File: config.mk
export PLATFORM = sky130hd
export DESIGN_NAME = pc_sequencer_flat
export DESIGN_NICKNAME = d
export VERILOG_FILES = /design/src/rtl/pc_seq_pkg.sv /design/src/rtl/pc_sequencer_if.sv /design/src/rtl/pc_sequencer_ras.sv /design/src/rtl/pc_sequencer.sv /design/src/flat_wrapper.sv
export SDC_FILE = /design/constraint.sdc
export NUM_CORES = 1
export LEC_CHECK = 0
export BUFFER_PORTS_ARGS = -buffer_cell sky130_fd_sc_hd__buf_2
export CORE_UTILIZATION = 25
export CTS_CLUSTER_DIAMETER = 30
export DETAILED_ROUTE_END_ITERATION = 16
export HOLD_SLACK_MARGIN = 0.02
export PLACE_DENSITY = 0.53
export SLEW_MARGIN = 20
export SYNTH_ARGS = -nofsm -noshare
export SYNTH_HDL_FRONTEND = slang
export SYNTH_SLANG_ARGS = --single-unit
File: constraint.sdc
create_clock -name clk -period 2.67 [get_ports clk]
set_input_delay 0.267 -clock clk [delete_from_list [all_inputs] [get_ports clk]]
set_output_delay 0.267 -clock clk [all_outputs]
set_load 0.01 [all_outputs]
File: src/rtl/pc_seq_pkg.sv
// Shared definitions for the KGP-miniRISC program-counter stage:
// FSM state encoding and default address-path constants.
package pc_seq_pkg;

  typedef enum logic {
    ST_RUN  = 1'b0,
    ST_HALT = 1'b1
  } state_e;

  localparam int DEF_PC_W     = 32;
  localparam int DEF_PC_STEP  = 4;
  localparam int DEF_RESET_PC = 0;

endpackage

File: src/rtl/pc_sequencer_if.sv
// Control/redirect bundle between decode/branch_control and the PC stage.
// master drives the decoded controls; slave (the sequencer) returns pc and status.
interface pc_sequencer_if #(
  parameter int PC_W = 32
) ();

  logic            stall;
  logic            branch_valid;
  logic [PC_W-1:0] branch_target;
  logic            is_call;
  logic            is_ret;
  logic            is_halt;
  logic            resume;
  logic [PC_W-1:0] pc;
  logic            flush;
  logic            halted;
  logic            ras_err;

  modport master (
    output stall, branch_valid, branch_target, is_call, is_ret, is_halt, resume,
    input  pc, flush, halted, ras_err
  );

  modport slave (
    input  stall, branch_valid, branch_target, is_call, is_ret, is_halt, resume,
    output pc, flush, halted, ras_err
  );

endinterface

File: src/rtl/pc_sequencer_ras.sv
// Circular return-address stack. A push into a full stack overwrites the
// oldest entry, so the newest DEPTH return addresses always survive.
module ras_stack #(
  parameter int W     = 32,
  parameter int DEPTH = 4
) (
  input  logic         clk,
  input  logic         rst_n,
  input  logic         i_push,
  input  logic         i_pop,
  input  logic [W-1:0] i_push_data,
  output logic [W-1:0] o_pop_data,
  output logic         o_empty,
  output logic         o_full
);

  localparam int PTR_W = (DEPTH > 1) ? $clog2(DEPTH) : 1;

  // r_top indexes the next free slot; DEPTH is a power of two so it wraps for free
  logic [PTR_W-1:0] r_top;
  logic [PTR_W:0]   r_count;
  logic [W-1:0]     r_mem [DEPTH];
  logic [PTR_W-1:0] w_top_m1;

  assign w_top_m1   = r_top - PTR_W'(1);
  assign o_pop_data = r_mem[w_top_m1];
  assign o_empty    = (r_count == '0);
  assign o_full     = (r_count == (PTR_W+1)'(DEPTH));

  always_ff @(posedge clk or negedge rst_n) begin
    if (!rst_n) begin
      r_top   <= '0;
      r_count <= '0;
    end else if (i_push) begin
      r_top <= r_top + PTR_W'(1);
      if (!o_full) r_count <= r_count + (PTR_W+1)'(1);
    end else if (i_pop && !o_empty) begin
      r_top   <= w_top_m1;
      r_count <= r_count - (PTR_W+1)'(1);
    end
  end

  // Entry storage carries no reset; r_count alone defines which slots are valid
  always_ff @(posedge clk) begin
    if (i_push) r_mem[r_top] <= i_push_data;
  end

endmodule

File: src/rtl/pc_sequencer.sv
// Program counter and next-PC selection: sequential, branch, call, return,
// halt. Redirects raise a one-cycle registered flush alongside the new pc.
module pc_sequencer
  import pc_seq_pkg::*;
#(
  parameter int              PC_W      = DEF_PC_W,
  parameter logic [PC_W-1:0] RESET_PC  = PC_W'(DEF_RESET_PC),
  parameter logic [PC_W-1:0] PC_STEP   = PC_W'(DEF_PC_STEP),
  parameter int              RAS_DEPTH = 4
) (
  input logic           clk,
  input logic           rst_n,
  pc_sequencer_if.slave bus
);

  state_e          r_state;
  state_e          w_state_nxt;
  logic [PC_W-1:0] r_pc;
  logic [PC_W-1:0] w_pc_nxt;
  logic [PC_W-1:0] w_pc_inc;
  logic            r_flush;
  logic            w_flush_nxt;
  logic            r_err;
  logic            w_err_set;
  logic            w_push;
  logic            w_pop;
  logic [PC_W-1:0] w_pop_data;
  logic            w_empty;
  logic            w_full;

  assign w_pc_inc = r_pc + PC_STEP;

  ras_stack #(
    .W     (PC_W),
    .DEPTH (RAS_DEPTH)
  ) u_ras (
    .clk         (clk),
    .rst_n       (rst_n),
    .i_push      (w_push),
    .i_pop       (w_pop),
    .i_push_data (w_pc_inc),
    .o_pop_data  (w_pop_data),
    .o_empty     (w_empty),
    .o_full      (w_full)
  );

  // Priority chain: stall > halt > ret > call > branch > sequential
  always_comb begin
    w_state_nxt = r_state;
    w_pc_nxt    = r_pc;
    w_flush_nxt = 1'b0;
    w_push      = 1'b0;
    w_pop       = 1'b0;
    w_err_set   = 1'b0;
    case (r_state)
      ST_HALT: begin
        if (bus.resume) w_state_nxt = ST_RUN;
      end
      ST_RUN: begin
        if (bus.stall) begin
          w_pc_nxt = r_pc;
        end else if (bus.is_halt) begin
          w_pc_nxt    = w_pc_inc;
          w_state_nxt = ST_HALT;
        end else if (bus.is_ret) begin
          if (!w_empty) begin
            w_pop       = 1'b1;
            w_pc_nxt    = w_pop_data;
            w_flush_nxt = 1'b1;
          end else begin
            w_pc_nxt  = w_pc_inc;
            w_err_set = 1'b1;
          end
        end else if (bus.is_call) begin
          w_push      = 1'b1;
          w_pc_nxt    = bus.branch_target;
          w_flush_nxt = 1'b1;
          w_err_set   = w_full;
        end else if (bus.branch_valid) begin
          w_pc_nxt    = bus.branch_target;
          w_flush_nxt = 1'b1;
        end else begin
          w_pc_nxt = w_pc_inc;
        end
      end
      default: w_state_nxt = ST_RUN;
    endcase
  end

  always_ff @(posedge clk or negedge rst_n) begin
    if (!rst_n) begin
      r_state <= ST_RUN;
      r_pc    <= RESET_PC;
      r_flush <= 1'b0;
      r_err   <= 1'b0;
    end else begin
      r_state <= w_state_nxt;
      r_pc    <= w_pc_nxt;
      r_flush <= w_flush_nxt;
      r_err   <= r_err | w_err_set;
    end
  end

  assign bus.pc      = r_pc;
  assign bus.flush   = r_flush;
  assign bus.halted  = (r_state == ST_HALT);
  assign bus.ras_err = r_err;

endmodule

File: src/flat_wrapper.sv
// flat-port wrapper written by rule: the top's interface ports become plain ports
module pc_sequencer_flat import pc_seq_pkg::*;
#(
  parameter int              PC_W      = DEF_PC_W,
  parameter logic [PC_W-1:0] RESET_PC  = PC_W'(DEF_RESET_PC),
  parameter logic [PC_W-1:0] PC_STEP   = PC_W'(DEF_PC_STEP),
  parameter int              RAS_DEPTH = 4
)
  (clk, rst_n, bus_stall, bus_branch_valid, bus_branch_target, bus_is_call, bus_is_ret, bus_is_halt, bus_resume, bus_pc, bus_flush, bus_halted, bus_ras_err);
  pc_sequencer_if #(.PC_W(PC_W)) bus_i ();
  input logic clk;
  input logic rst_n;
  input wire logic [$bits(bus_i.stall)-1:0] bus_stall;
  input wire logic [$bits(bus_i.branch_valid)-1:0] bus_branch_valid;
  input wire logic [$bits(bus_i.branch_target)-1:0] bus_branch_target;
  input wire logic [$bits(bus_i.is_call)-1:0] bus_is_call;
  input wire logic [$bits(bus_i.is_ret)-1:0] bus_is_ret;
  input wire logic [$bits(bus_i.is_halt)-1:0] bus_is_halt;
  input wire logic [$bits(bus_i.resume)-1:0] bus_resume;
  output wire logic [$bits(bus_i.pc)-1:0] bus_pc;
  output wire logic [$bits(bus_i.flush)-1:0] bus_flush;
  output wire logic [$bits(bus_i.halted)-1:0] bus_halted;
  output wire logic [$bits(bus_i.ras_err)-1:0] bus_ras_err;
  assign bus_i.stall = bus_stall;
  assign bus_i.branch_valid = bus_branch_valid;
  assign bus_i.branch_target = bus_branch_target;
  assign bus_i.is_call = bus_is_call;
  assign bus_i.is_ret = bus_is_ret;
  assign bus_i.is_halt = bus_is_halt;
  assign bus_i.resume = bus_resume;
  assign bus_pc = bus_i.pc;
  assign bus_flush = bus_i.flush;
  assign bus_halted = bus_i.halted;
  assign bus_ras_err = bus_i.ras_err;
  pc_sequencer #(.PC_W(PC_W), .RESET_PC(RESET_PC), .PC_STEP(PC_STEP), .RAS_DEPTH(RAS_DEPTH)) u_core (.clk(clk), .rst_n(rst_n), .bus(bus_i));
endmodule
==> flow_summary_export.csv, run 1 <==
group,metric,value,unit
cts,clk_latency,0.43,ns
yosys,synth_top_family_by_area,"multiplexers",
die,ios,75,
layout,utilization,30.9,%
yosys,ys_warn_count,0,
global_routing,antenna_found_initial,0,
yosys,synth-simple-area-share,8.53,%
layout,drive_gt1_share,31.4,%
detailed_routing,dr.pass1.iters,4,
yosys,syn_inst,501,
place,dp.cells,966,
place,port-buffer-count,74,
yosys,netlist_area,0.00758,mm^2
timing,setup_ws,0.465,ns
timing,hold_viol,0,
cts,cts_sinks,168,
global_routing,grt_pass1_vias,4875,
layout,syn_to_final_growth,20.9,%
global_routing,grt_pass1_wl,31000,um
cts,ctsResizeCount,0,
yosys,seq_area_frac_synth,63.9,%
detailed_routing,drtIter0Drc,329,
yosys,synth-edff-count,128,
cts,ctsHtreeMaxLevel,4,
yosys,synthAdderAreaFrac,1.09,%
detailed_routing,routed_wl,20600,um
min_path,hp-start,"bus_resume",
yosys,yosys.cell_types.count,60,
timing,slew_violations,0,
yosys,avgSynthCellArea,15.1,um^2
detailed_routing,drc,0,
global_routing,grt.overflow.total,0,
critical_path,rr_startpoint,"u_core.bus.pc[20]",
global_routing,grt_usage,13.9,%
detailed_routing,wl_per_cell,20.6,um
die,core,0.0297,mm^2
outcome,outcome,"completed",
critical_path,ff2ff_setup_slack,0.47,ns
die,fp-row-count,63,
die,fp.dieW,176,um
yosys,synth_flop_cell,"edfxtp_1",
min_path,min_to,"u_core.bus.halted",
timing,worstMarginPinSlew,0.618,ns
timing,final.period_utilization,82.6,%
power,p_per_area,1050,mW/mm^2
power,p_leak,3.33,nW
die,die_h,176,um
cts,path_clk_slew,0.06,ns
timing,slew_headroom,58.5,%
yosys,ys_top_cells_by_count,"128 x edfxtp_1, 40 x dfrtp_1, 31 x mux4_2, 31 x nor2_1, 23 x nand2_1",
critical_path,r2r-end,"u_core.u_ras.r_mem[2][31]",
yosys,syn_nets,547,
layout,final_nets,642,
critical_path,end_kind,"register",
timing,rsz0062_at_grt,"no",
critical_path,cp-start-kind,"register",
timing,min_period,2.20,ns
critical_path,path_class,"reg2reg",
global_routing,grt_max_degree,36,
yosys,yosysTopAreaCell,"edfxtp_1",
critical_path,cp_max_fo,8,
power,vdd_drop_max,0.000507,V
layout,n_antenna_cell,0,
cts,numCtsBuffers,17,
yosys,synth_top_area_share,50.7,%
cts,cts_tree,"yes",
detailed_routing,vias,4702,
detailed_routing,antenna_left,0,
yosys,synthMuxAreaShare,10.5,%
yosys,synth_compound_area_share,9.42,%
min_path,holdPathStages,2,
yosys,synth_seq_cells,168,
yosys,synthTopCellsByArea,"edfxtp_1 51%, dfrtp_1 13%, mux4_2 9.2%",
place,gp_congestion,0.762,
timing,timing.fmax,454,MHz
critical_path,worstPathArrival,2.41,ns
timing,tns,0,ns
cts,cts.path.max_buffers,2,
place,hpwl,14400,um
timing,finClkSkew,0.00910,ns
min_path,min_path_type,"in2reg",
critical_path,reg2reg_depth,4,
critical_path,critPathRequiredTime,2.88,ns
run,max-cap-violations,0,
place,pre_cts_ws,0.472,ns
cts,root_buffer,"clkbuf_16",
die,die_area,0.0310,mm^2
yosys,yosysMostFrequentCell,"edfxtp_1",
die,start_util,25.5,%
detailed_routing,via_per_inst,4.71,
power,power,9.65,mW
yosys,synth_xor_xnor_area_share,3.79,%
timing,setup_violations,0,
layout,final_cells,999,
yosys,ys_async_sr_fraction,23.8,%
[registers in the layout, indices dropped and copies added, names as in the netlist]
| register | flops |
|---|---|
| u_core.bus.halted | 1 |
| u_core.bus.pc | 32 |
| u_core.bus.ras_err | 1 |
| u_core.u_ras.r_count | 3 |
| u_core.u_ras.r_mem | 128 |
| u_core.u_ras.r_top | 2 |
| u_core.bus.flush | 1 |
[layout by cell type, fill, tap and decap left out, types with 17 or more instances in the layout]
cell       instances
nand2_1           23
nor2_1            31
buf_2             74
clkbuf_16         17
mux4_2            31
edfxtp_1         128
nand3_1           19
a22oi_1           21
dfrtp_1           39
xnor2_1           22
buf_4             28
[worst max path at each step]
stage,depth (start not counted),to,start,slack [ns]
2_1_floorplan,10,u_core.bus.pc[12],u_core.u_ras.r_top[0],0.12
3_3_place_gp,7,u_core.u_ras.r_count[2],u_core.bus.halted,0.51
3_5_place_dp,7,u_core.u_ras.r_count[2],u_core.bus.halted,0.47
4_1_cts,4,u_core.u_ras.r_mem[3][31],u_core.bus.pc[20],0.44
5_1_grt,7,u_core.u_ras.r_count[2],u_core.bus.halted,0.33
6_report,4,u_core.u_ras.r_mem[2][31],u_core.bus.pc[20],0.47
[final cells by class]
class / count / area, um^2
clock buffer: 18 / 439
clock inverter: 14 / 211
fill: 2938 / 20500
inverter: 11 / 41.3
multi-input combinational: 294 / 2530
sequential: 168 / 4850
tap: 390 / 488
timing repair buffer: 104 / 611
[worst max-delay path: stages, from the launching register on]
cell and delay (ns):
dfrtp_1 0.51, nand3_1 0.26, nor3_2 0.53, nand4_1 0.29, xnor2_1 0.38
[where the power goes]
part	internal (mW)	total, mW	leakage, nW	switching, mW
Combinational	1.36	3.04	1.37	1.68
Clock	1.62	2.70	0.316	1.08
Sequential	3.42	3.90	1.64	0.480
[kinds of logic after synthesis]
| group | count (synthesis) |
|---|---|
| flip-flops | 168 |
| AND/OR/NAND/NOR | 119 |
| AO/OA/AOI/OAI | 98 |
| buffers and inverters | 39 |
| multiplexers | 39 |
| XOR/XNOR | 32 |
| adder cells (fa/ha/maj) | 6 |
[what timing repair did]
item | in CTS | in global routing
hold buffers | 1 | 0
buffers inserted | 0 | 0
endpoints found under the hold margin | 19 | 0
[metal layers]
metal	GRT usage (%)	up-vias	wire [um]
met5	0	-	0
met4	5.14	0	426
met3	3.17	22	724
met2	23.6	86	10400
met1	17.1	2421	8980
li1	-	2173	-
[metrics by stage]
| stage | hold slack [ns] | instance area [um^2] |
|---|---|---|
| final | 0.0381 | 9170 |
| after global placement | 0.282 | 8510 |
| after CTS | 0.0224 | 9170 |
| after global routing | 0.0286 | 9170 |
| after floorplan | -0.0286 | 7580 |
| after detailed placement | 0.287 | 8510 |
Power figures use the tool's default switching activity.
==> inputs of run 2 (changes only) <==
- ABC_AREA: unset -> 1
- clock period: 2.67 -> 1.93 ns (I/O delays scaled with it)
==> flow_summary_export.csv, run 2 <==
group,metric,value,unit
critical_path,reg2reg_depth,7,
yosys,synth_xor_xnor_area_share,1.93,%
place,gp_congestion,0.830,
layout,n_antenna_cell,0,
critical_path,cp-start-kind,"register",
layout,largest_register_ffs,128,
cts,root_buffer,"clkbuf_16",
yosys,synth_seq_cells,168,
yosys,netlist_area,0.00803,mm^2
layout,final_nets,1002,
power,vdd_drop_max,0.00125,V
timing,setup_violations,0,
yosys,ys_async_sr_fraction,23.8,%
detailed_routing,wl_per_cell,17.8,um
min_path,holdPathStages,3,
yosys,synth-simple-area-share,21.9,%
yosys,ys_top_cells_by_count,"206 x nand2_1, 128 x edfxtp_1, 127 x nor2_1",
global_routing,grt_max_degree,68,
layout,final_common_cell,"nand2_1",
timing,timing.fmax,529,MHz
yosys,ys_warn_count,0,
yosys,synth-edff-count,128,
cts,cts_sinks,168,
power,power,14.8,mW
detailed_routing,antenna_left,0,
die,fp.dieW,181,um
yosys,synth_flop_cell,"edfxtp_1",
detailed_routing,via_per_inst,4.62,
cts,ctsHtreeMaxLevel,4,
yosys,syn_nets,894,
detailed_routing,routed_wl,24500,um
timing,hold-worst-slack,0.0884,ns
timing,final.period_utilization,98.0,%
power,p_leak,3.97,nW
die,ios,75,
cts,numCtsBuffers,17,
global_routing,grt_usage,15.4,%
cts,clk_latency,0.43,ns
timing,slew_violations,0,
detailed_routing,dr.pass1.iters,5,
global_routing,grt.overflow.total,0,
outcome,outcome,"completed",
cts,cts.path.max_buffers,2,
power,p_per_area,1490,mW/mm^2
critical_path,end_kind,"register",
die,die_h,181,um
yosys,synth_top_area_share,47.9,%
yosys,yosys.cell_types.count,41,
layout,final_cells,1371,
critical_path,path_class,"reg2reg",
die,core,0.0316,mm^2
timing,rsz0062_at_grt,"no",
critical_path,cp_max_fo,5,
layout,drive_gt1_share,20.0,%
die,die_area,0.0328,mm^2
die,fp-row-count,65,
timing,worstMarginPinSlew,0.459,ns
yosys,synthMuxAreaShare,0,%
yosys,syn_inst,848,
layout,top_register,"u_core.u_ras.r_mem",
yosys,synth_top_family_by_area,"simple AND/OR/NAND/NOR gates",
layout,fill_cells,3284,
place,dp.cells,1337,
place,port-buffer-count,74,
global_routing,antenna_found_initial,0,
global_routing,grt_pass1_wl,38200,um
timing,setup_ws,0.0385,ns
layout,syn_to_final_growth,24.1,%
layout,layout_common_cells,"206 x nand2_1, 128 x edfxtp_1, 122 x nor2_1",
min_path,min_path_type,"in2reg",
yosys,synthTopCellsByArea,"edfxtp_1 48%, dfrtp_1 12%, nand2_1 9.6%",
cts,path_clk_slew,0.07,ns
timing,hold_viol,0,
place,hpwl,16300,um
yosys,seq_area_frac_synth,60.4,%
critical_path,critPathRequiredTime,2.28,ns
cts,cts_tree,"yes",
layout,post-route-cell-area,0.00996,mm^2
timing,min_period,1.89,ns
detailed_routing,drtIter0Drc,522,
place,dpl_cell_area,0.00927,mm^2
yosys,yosysTopAreaCell,"edfxtp_1",
yosys,synth_compound_area_share,9.56,%
detailed_routing,drc,0,
die,start_util,25.4,%
global_routing,grt_pass1_vias,6497,
detailed_routing,vias,6332,
critical_path,worstPathArrival,2.24,ns
yosys,yosysMostFrequentCell,"nand2_1",
critical_path,ff2ff_setup_slack,0.04,ns
place,pre_cts_ws,0.0277,ns
run,max-cap-violations,0,
timing,finClkSkew,0.0124,ns
timing,slew_headroom,69.4,%
yosys,synthAdderAreaFrac,1.03,%
cts,post_cts_buffers,0,
yosys,avgSynthCellArea,9.47,um^2
run 2: changes by cell type after synthesis, sizes merged, moves of 19 or more:
| cell | change |
|---|---|
| o22ai | +19 |
| xnor2 | -20 |
| nand2 | +189 |
| nor2 | +104 |
| mux4 | -32 |
| o21ai | +68 |
| nand3 | +38 |
| inv | +53 |
| a22oi | -20 |
run 2: logic make-up (layout without fill, tap and decap cells):
kind of cell | count (synthesis) | in the layout
simple gates | 416 | 416
flops | 168 | 168
compound gates | 143 | 143
buf+inv | 99 | 220
xor+xnor | 16 | 16
fa+ha+maj | 6 | 6
run 2: report_power, final:
| part | total, mW | leakage, nW | internal (mW) | switching (mW) |
|---|---|---|---|---|
| sequential | 5.33 | 1.65 | 4.75 | 0.572 |
| clock | 3.59 | 0.296 | 2.07 | 1.51 |
| combinational | 5.92 | 2.02 | 2.06 | 3.87 |
run 2: layout make-up:
cell class                      instances  area, um^2  share of cell area [%]
Clock buffer                           18         429                    4.31
Clock inverter                         14         185                    1.86
Inverter                               65         248                    2.49
Multi-Input combinational cell        581        2840                    28.5
Sequential cell                       168        4850                    48.7
Tap cell                              402         503                    5.05
Timing Repair Buffer                  123         910                    9.13
run 2: layer usage:
layer / GRT usage (%) / up-vias / wire length [um]
met3: 3.39 / 21 / 1220
met1: 20.8 / 3050 / 11400
met4: 3.66 / 0 / 306
li1: - / 3056 / -
met2: 25.1 / 205 / 11500
met5: 0 / - / 0
run 2: final timing paths:
| kind | startpoint | endpoint |
|---|---|---|
| setup reg to reg | u_core.bus.pc[2] | u_core.bus.pc[14] |
| hold reg to reg | u_core.bus.ras_err | u_core.bus.ras_err |
| setup / recovery | u_core.bus.pc[2] | u_core.bus.pc[14] |
| hold / removal | bus_branch_target[1] | u_core.bus.pc[1] |
| max in group asynchronous | rst_n | u_core.bus.pc[16] |
| min in group asynchronous | rst_n | u_core.bus.pc[0] |
run 2: stage by stage:
| step | utilization (%) | setup TNS, ns |
|---|---|---|
| after global placement | 29.4 | 0 |
| after CTS | 31.4 | 0 |
| after floorplan | - | -18.92 |
| after detailed placement | 29.4 | 0 |
| final | 31.6 | 0 |
| after global routing | 31.6 | 0 |
run 2: worst max-delay path, cell delays in order (launching register included):
cell and delay [ns]:
dfrtp_2 0.42, ha_2 0.23, nand3_1 0.30, nor2_1 0.31, nand2_1 0.08, nand2_1 0.23
nand2_1 0.09, a21oi_1 0.15
run 2: what timing repair did:
item / 4_1_cts / 5_1_grt
hold endpoints to repair: 14 / 0
setup endpoints to repair: 0 / 53
gates resized for setup: 0 / 9
hold buffers: 2 / 0
